--- config.mk ---
export PLATFORM = sky130hd
export DESIGN_NAME = hopfield_learn_recall_engine
export DESIGN_NICKNAME = d
export VERILOG_FILES = /design/src/rtl/hopfield_learn_recall_engine.sv
export SDC_FILE = /design/constraint.sdc
export NUM_CORES = 2
export LEC_CHECK = 0
export CORE_UTILIZATION = 45
export CTS_CLUSTER_SIZE = 8
export DETAILED_ROUTE_END_ITERATION = 7
export HOLD_SLACK_MARGIN = 0.02
export MAX_ROUTING_LAYER = met4
export PLACE_DENSITY = 0.69
export SKIP_LAST_GASP = 1
export SYNTH_ARGS = -nofsm -noshare
export SYNTH_HDL_FRONTEND = slang
export SYNTH_SLANG_ARGS = --single-unit
--- constraint.sdc ---
create_clock -name clk -period 21.1 [get_ports clk]
set_input_delay 4.22 -clock clk [delete_from_list [all_inputs] [get_ports clk]]
set_output_delay 4.22 -clock clk [all_outputs]
set_load 0.03 [all_outputs]
--- src/rtl/hopfield_learn_recall_engine.sv ---
// Hopfield core: N bipolar neurons, symmetric saturating weight array,
// sequential Hebbian learning and asynchronous-update recall.
module hopfield_learn_recall_engine #(
    parameter int unsigned N        = 8,
    parameter int unsigned WW       = 8,
    parameter int unsigned MAX_ITER = 16
) (
    input  logic                   clk,
    input  logic                   reset_n,
    input  logic                   start,
    input  logic [1:0]             cmd,
    input  logic [N-1:0]           pattern_in,
    output logic                   busy,
    output logic                   done,
    output logic                   converged,
    output logic [N-1:0]           state_out,
    output logic [7:0]             iter_count,
    input  logic [$clog2(N)-1:0]   rd_row,
    input  logic [$clog2(N)-1:0]   rd_col,
    output logic [WW-1:0]          rd_weight
);

    localparam int unsigned IW = $clog2(N);
    localparam int unsigned HW = WW + IW + 1;
    localparam logic signed [WW-1:0] W_MAX = {1'b0, {(WW-1){1'b1}}};
    localparam logic signed [WW-1:0] W_MIN = -W_MAX;

    localparam logic [1:0] CMD_CLEAR  = 2'b00;
    localparam logic [1:0] CMD_LEARN  = 2'b01;
    localparam logic [1:0] CMD_RECALL = 2'b10;

    typedef enum logic [2:0] {
        S_IDLE, S_CLEAR, S_LEARN, S_RECALL, S_FIN
    } state_t;

    state_t                 state, state_next;
    logic                   accept;
    logic signed [WW-1:0]   w [N][N];
    logic [N-1:0]           pat_q;
    logic [IW-1:0]          row, col;
    logic                   flip_q;

    logic signed [HW-1:0]   h;
    logic                   h_pos, h_neg, flip_now, any_flip;
    logic                   last_idx, last_pair;
    logic [7:0]             iter_inc;
    logic signed [WW-1:0]   w_cur, w_new;

    // Local field of the neuron under update, skipping the diagonal
    always_comb begin
        h = '0;
        for (int j = 0; j < N; j++) begin
            if (IW'(j) != row) begin
                if (state_out[j]) h = h + HW'(w[row][j]);
                else              h = h - HW'(w[row][j]);
            end
        end
    end

    // Flip detection, loop bounds and saturating Hebbian increment
    always_comb begin
        h_pos     = !h[HW-1] && (h != '0);
        h_neg     = h[HW-1];
        flip_now  = (h_pos && !state_out[row]) || (h_neg && state_out[row]);
        any_flip  = flip_q | flip_now;
        last_idx  = (row == IW'(N-1));
        last_pair = (row == IW'(N-2)) && (col == IW'(N-1));
        iter_inc  = iter_count + 8'd1;
        w_cur     = w[row][col];
        if (pat_q[row] == pat_q[col]) w_new = (w_cur == W_MAX) ? w_cur : w_cur + WW'(1);
        else                          w_new = (w_cur == W_MIN) ? w_cur : w_cur - WW'(1);
    end

    assign rd_weight = w[rd_row][rd_col];

    // State register
    always_ff @(posedge clk or negedge reset_n) begin
        if (!reset_n) state <= S_IDLE;
        else          state <= state_next;
    end

    // Next-state logic and command acceptance
    always_comb begin
        state_next = state;
        accept     = 1'b0;
        case (state)
            S_IDLE: begin
                if (start && cmd != 2'b11) begin
                    accept = 1'b1;
                    case (cmd)
                        CMD_CLEAR: state_next = S_CLEAR;
                        CMD_LEARN: state_next = S_LEARN;
                        default:   state_next = S_RECALL;
                    endcase
                end
            end
            S_CLEAR:  if (last_idx)  state_next = S_FIN;
            S_LEARN:  if (last_pair) state_next = S_FIN;
            S_RECALL: begin
                if (last_idx && (!any_flip || iter_inc == 8'(MAX_ITER)))
                    state_next = S_FIN;
            end
            S_FIN:    state_next = S_IDLE;
            default:  state_next = S_IDLE;
        endcase
    end

    // Handshake outputs registered from the next state
    always_ff @(posedge clk or negedge reset_n) begin
        if (!reset_n) begin
            busy <= 1'b0;
            done <= 1'b0;
        end else begin
            busy <= (state_next == S_CLEAR) || (state_next == S_LEARN) ||
                    (state_next == S_RECALL);
            done <= (state_next == S_FIN);
        end
    end

    // Datapath: weight array, neuron states, sweep bookkeeping
    always_ff @(posedge clk or negedge reset_n) begin
        if (!reset_n) begin
            for (int r = 0; r < N; r++)
                for (int c = 0; c < N; c++)
                    w[r][c] <= '0;
            pat_q      <= '0;
            row        <= '0;
            col        <= '0;
            flip_q     <= 1'b0;
            state_out  <= '0;
            iter_count <= '0;
            converged  <= 1'b0;
        end else begin
            case (state)
                S_IDLE: begin
                    if (accept) begin
                        pat_q     <= pattern_in;
                        row       <= '0;
                        col       <= IW'(1);
                        flip_q    <= 1'b0;
                        converged <= 1'b0;
                        if (cmd == CMD_RECALL) begin
                            state_out  <= pattern_in;
                            iter_count <= '0;
                        end
                    end
                end
                S_CLEAR: begin
                    for (int c = 0; c < N; c++) w[row][c] <= '0;
                    row <= row + IW'(1);
                end
                S_LEARN: begin
                    w[row][col] <= w_new;
                    w[col][row] <= w_new;
                    if (col == IW'(N-1)) begin
                        row <= row + IW'(1);
                        col <= row + IW'(2);
                    end else begin
                        col <= col + IW'(1);
                    end
                end
                S_RECALL: begin
                    if (h_pos)      state_out[row] <= 1'b1;
                    else if (h_neg) state_out[row] <= 1'b0;
                    if (last_idx) begin
                        row        <= '0;
                        flip_q     <= 1'b0;
                        iter_count <= iter_inc;
                        converged  <= !any_flip;
                    end else begin
                        row    <= row + IW'(1);
                        flip_q <= any_flip;
                    end
                end
                default: ;
            endcase
        end
    end

endmodule

---- After elaboration in Yosys (flattened, before gate mapping) ----
Index checks and enable logic that the tools add are counted.
storage, ports and cells
  word-level logic and storage cells ...... 283
  input port bits ......................... 19
  flip-flop bits (word level) ............. 549
cells by class
  add/subtract/negate cells ............... 21
  equality and inequality tests ........... 29
  reduce and logical (&&, ||, !) cells .... 31
  order comparisons ....................... 9
  bitwise operators ....................... 24
  muxes and demuxes ....................... 95
operator list
  kind                  number
  $and A512 B512 Y512   8
  $not A512 Y512        8
  $demux W64 S3         10
  $bwmux W512           2
  $pmux W512 S2         1
  $mux W64              7
  $bmux W64 S3          2
  $mux W12              16
  $mux W8               17
  $add A12 B8 Y12       7
  $sub A12 B8 Y12       7
  $mux W56              1
  $bmux W8 S3           2
  $demux W8 S3          2
  $mux W48              1
  $mux W40              1
  $mux W32              1
  $pmux W8 S2           2
  $mux W3               9
  $mux W24              1
  $pmux W3 S4           2
  $eq A8 B8 Y1 const B  2
  $ge A4 B4 Y1 const B  4
  $mux W16              1
  other kinds (44)      95

---- Logic depth before layout (Yosys ltp) ----
  depth after elaboration ................. 41
  depth in mapped cells ................... 64
  mapped depth without buffers ............ 58

---- Worst setup path after synthesis ----
Ideal clock, no wire load.
  path type ............................... flip-flop to flip-flop
  start point ............................. reg row[1]
  end point ............................... reg busy
  period minus slack after synthesis ...... 11662 ps
  path slack .............................. 9438 ps
  path buffers ............................ 4
  stages on the path, launching flop included .. 55
  data arrival time ....................... 11531 ps
  library setup time ...................... 131 ps
  cell sequence ........................... dfrtp_1 -> clkinv_1 -> buf_4 -> buf_1 -> buf_1 -> buf_2 -> ha_1 -> inv_1 -> nor2_1 -> nor2_1 -> ha_1 -> inv_1 -> fa_1 -> o21ai_0 -> ha_1 -> a211oi_1 -> nor2_1 -> or3_1 -> [... 19 more ...] -> xor2_1 -> mux2_2 -> ha_1 -> a2111oi_0 -> nor3_1 -> xor2_1 -> nand2_1 -> o221ai_1 -> ha_1 -> o41ai_1 -> xor2_1 -> nor2_1 -> xnor3_1 -> xnor3_1 -> mux2_4 -> nor2_4 -> o32ai_2 -> or3_1
between the ends
  longest elaborated chain between the ends .. 41
  elaborated cells on any way between the ends .. 68
RTL lines
  item                                                line    text
  start, declared                                     40      logic [IW-1:0] row, col;
  start signal, assigned                              150     row <= row + IW'(1);
  start signal, assigned                              156     row <= row + IW'(1);
  start signal, assigned                              171     row <= row + IW'(1);
  $not A3 Y4 (implied by the code)                    54, 55
  $bmux W64 S3                                        54, 55
  $mux W64 (implied by the code) (2 in a row)         54, 55
  $sub A1 B8 Y9                                       55      else h = h - HW'(w[row][j]);
  $mux W12                                            54      if (state_out[j]) h = h + HW'(w[row][j]);
  $mux W12                                            53      if (IW'(j) != row) begin
  $sub A12 B8 Y12 or $add A12 B8 Y12 (tied branches)  55, 54
  $mux W12                                            54
  [... 25 more ...]                                   n/a
  $logic_or A1 B1 Y1                                  100     if (last_idx && (!any_flip || iter_inc == 8'(MAX_ITER)))
  $logic_and A1 B1 Y1                                 100
  $mux W3                                             100
  $pmux W3 S4 (*)                                     86      case (state)
  via state_next[0]                                   36      state_t state, state_next;
  $eq A3 B1 Y1 or $eq A3 B2 Y1 (tied branches)        114     busy <= (state_next == S_CLEAR) || (state_next == S_LEARN) ||
  $logic_or A1 B1 Y1                                  114
  $logic_or A1 B1 Y1 (*)                              114
  end signal, assigned                                114
  end, declared                                       13      output logic busy,
The timed path passes the listed nets; every way through them passes the cells marked *. The select of a mux whose other input is x is not followed.
A chain may end at the register's enable or synchronous reset.

---- Worst setup path after layout ----
  start point ............................. reg row[0]
  end point ............................... reg busy
Same word-level chain as after synthesis.

==> qor.csv <==
metric;value;unit
total clock sinks;549;
Final Slew Violations;1;
most common cell after layout, fill and taps aside;nand2_1;
CP startpoint kind;register;
initial antenna violation count;5;
period utilisation layout;63.1;%
status;finished with violations;
Post-Syn Instances;3628;
global-route wire length before repair;205;mm
Mean Syn Cell Area;10.1;um2
per-cell routed wire length;29.5;um
Largest stage delay, worst path;0.64;ns
TritonCTS buffer count;78;
worst relative slew slack;-0.537;%
synthesized area;0.0366;mm2
row cnt;104;
sequential-to-total area share from yosys stat;37.6;%
layout cells sized above 1;13.2;%
Top cell by count, worst path;ha_1;
RSZ-0062 raised after global routing;false;
Max Cap Viol;1;
WS Path Type;reg2reg;
DRC viols;0;
Iteration-0 DRC Markers;4010;
I/O pin count;46;
Remaining Overflow, GRT;0;
Final Wtd Congestion;1.06;
post-CTS setup buffers;0;
Slowest-stage cell, CP;dfrtp_4;
Final Skew;0.0318;ns
Worst Tran Pin Value;1.47;ns
final setup fails;0;
largest net degree at the start of global routing;144;
IO buf count;45;
H-tree levels;3;
Critical Path Fanout Max;33;
clock latency on the worst-skew pair;0.64;ns
CTS Hold Bufs;0;
Post-DP HPWL;97.3;mm
Synth Flop Type;dfrtp_1;
DRT Pass-1 Iters;8;
minimum clock period;13.32;ns
Nets;3704;
synthesized flop and latch total;549;
Setup TNS Final;0;ns
Ys Warns;0;
routed vias/inst;6.88;
die area;0.0824;mm2
vias in the first global route;30900;
Mapped Nets;3755;
root buf cell;clkbuf_16;
GR Util All Layers;34.5;%
die width;287;um
Worst Hold Class;reg2reg;
Starting Density;45.5;%
Fmax;0.0751;GHz
antenna-violating nets left;0;
violated checks;max-capacitance violations, max-slew violations;
Async S/R FF share, synth;100;%
core area;0.0804;mm2
routed vias;32000;
TritonCTS clock tree;done;
die height;287;um
Worst EP required;21.61;ns
drt total wl;137;mm
Worst Path Arrival;13.84;ns
most frequent cells in the layout;nand2_1 (662), dfrtp_1 (544), o21ai_0 (504);
Hold Vio Cnt, Final;0;
Crit. End Element;register;
Resize count post-CTS;0;
Fillers;7401;
Max clock buf depth;3;
Cell variety after synth;104;
layout overhead on the synthesized area;8.71;%
number of synthesized flops with an enable pin;0;
clk slew on worst S/H paths;0.05;ns
[layout make-up]
class | instances | area, um2 | share of cell area, %
clock buffer | 84 | 2030 | 5.10
timing repair buffer | 92 | 816 | 2.05
antenna | 3 | 7.51 | 0.0189
tap | 1060 | 1330 | 3.34
sequential | 549 | 13700 | 34.6
clock inverter | 4 | 42.5 | 0.107
multi-input combinational | 2781 | 21500 | 54.1
inverter | 75 | 283 | 0.711
[cells by family after synthesis]
| family | share of synthesized area (%) |
|---|---|
| and+or+nand+nor | 13.2 |
| adders and majority gates | 3.84 |
| DFF | 37.6 |
| xor gates and xnor gates | 3.04 |
| buffers and inverters | 3.76 |
| AOI/OAI and AO/OA | 16.6 |
| muxes | 22.0 |
[per-layer routing]
layer	track usage [%]	part of all wire, %	vias up
met2	48.5	43	2165
met1	43.9	38	16100
met3	11.8	13	438
met4	17.6	5.8	0
li1	-	-	13300
met5	-	0	-
[critical path: cells and delay by family, from the launching register on]
kind            cells  cell delay (ns)
compound gates     16             3.92
fa+ha+maj           8             2.74
xor+xnor            9             2.02
simple gates       12             1.67
buf+inv             5             1.57
flops               1             0.64
mux                 2             0.64
[flip-flops by register name, summed over array words and instances (netlist names), named ones only]
name        cells
pat_q           8
done            1
converged       1
flip_q          1
state           3
row             3
iter_count      8
col             3
busy            1
w             512
[Yosys cell counts (all sizes together) (8+ instances only)]
library cell	number	area [um2]
a211oi	25	193
a21o	80	601
a21oi	107	551
a221oi	8	70.1
a22o	66	578
a31oi	30	194
and2	18	113
and3	22	138
buf	85	571
clkbuf	138	523
dfrtp	549	13700
ha	101	1260
inv	72	270
mux2	33	379
mux2i	119	1220
mux4	282	6440
nand2	662	2480
nand2b	15	93.8
nand3	84	420
nand4	11	68.8
nor2	179	679
nor2b	14	87.6
nor3	58	295
o211ai	14	105
o21a	10	75.1
o21ai	532	2660
o21bai	11	82.6
o221ai	10	87.6
o22ai	8	56.3
o31ai	21	168
or3	30	193
xnor2	77	674
xor2	42	368
[final timing paths]
| check | start | endpoint | slack, ns | depth (start not counted) |
|---|---|---|---|---|
| min in group asynchronous | reset_n | w[341] | 3.68 | 1 |
| setup / recovery | row[0] | busy | 7.78 | 52 |
| hold / removal | w[292] | w[292] | 0.49 | 2 |
| setup reg to reg | row[0] | busy | 7.78 | 52 |
| hold reg to reg | w[292] | w[292] | 0.49 | 2 |
| max in group asynchronous | reset_n | row[2] | 14.89 | 3 |
[stage by stage]
step	hold slack, ns	setup slack [ns]	cells	util (%)	cell area (um2)
floorplan	0.458	9.44	3628	-	36600
global placement	0.474	8.16	4557	46.8	37700
detailed placement	0.486	7.94	4557	46.8	37700
CTS	0.497	7.88	4645	49.4	39700
global route	0.520	6.76	4648	49.4	39700
finish	0.491	7.78	4648	49.4	39700
Power is not shown: default switching activity piles up to over one toggle a cycle in this logic, so the estimate is an artifact.
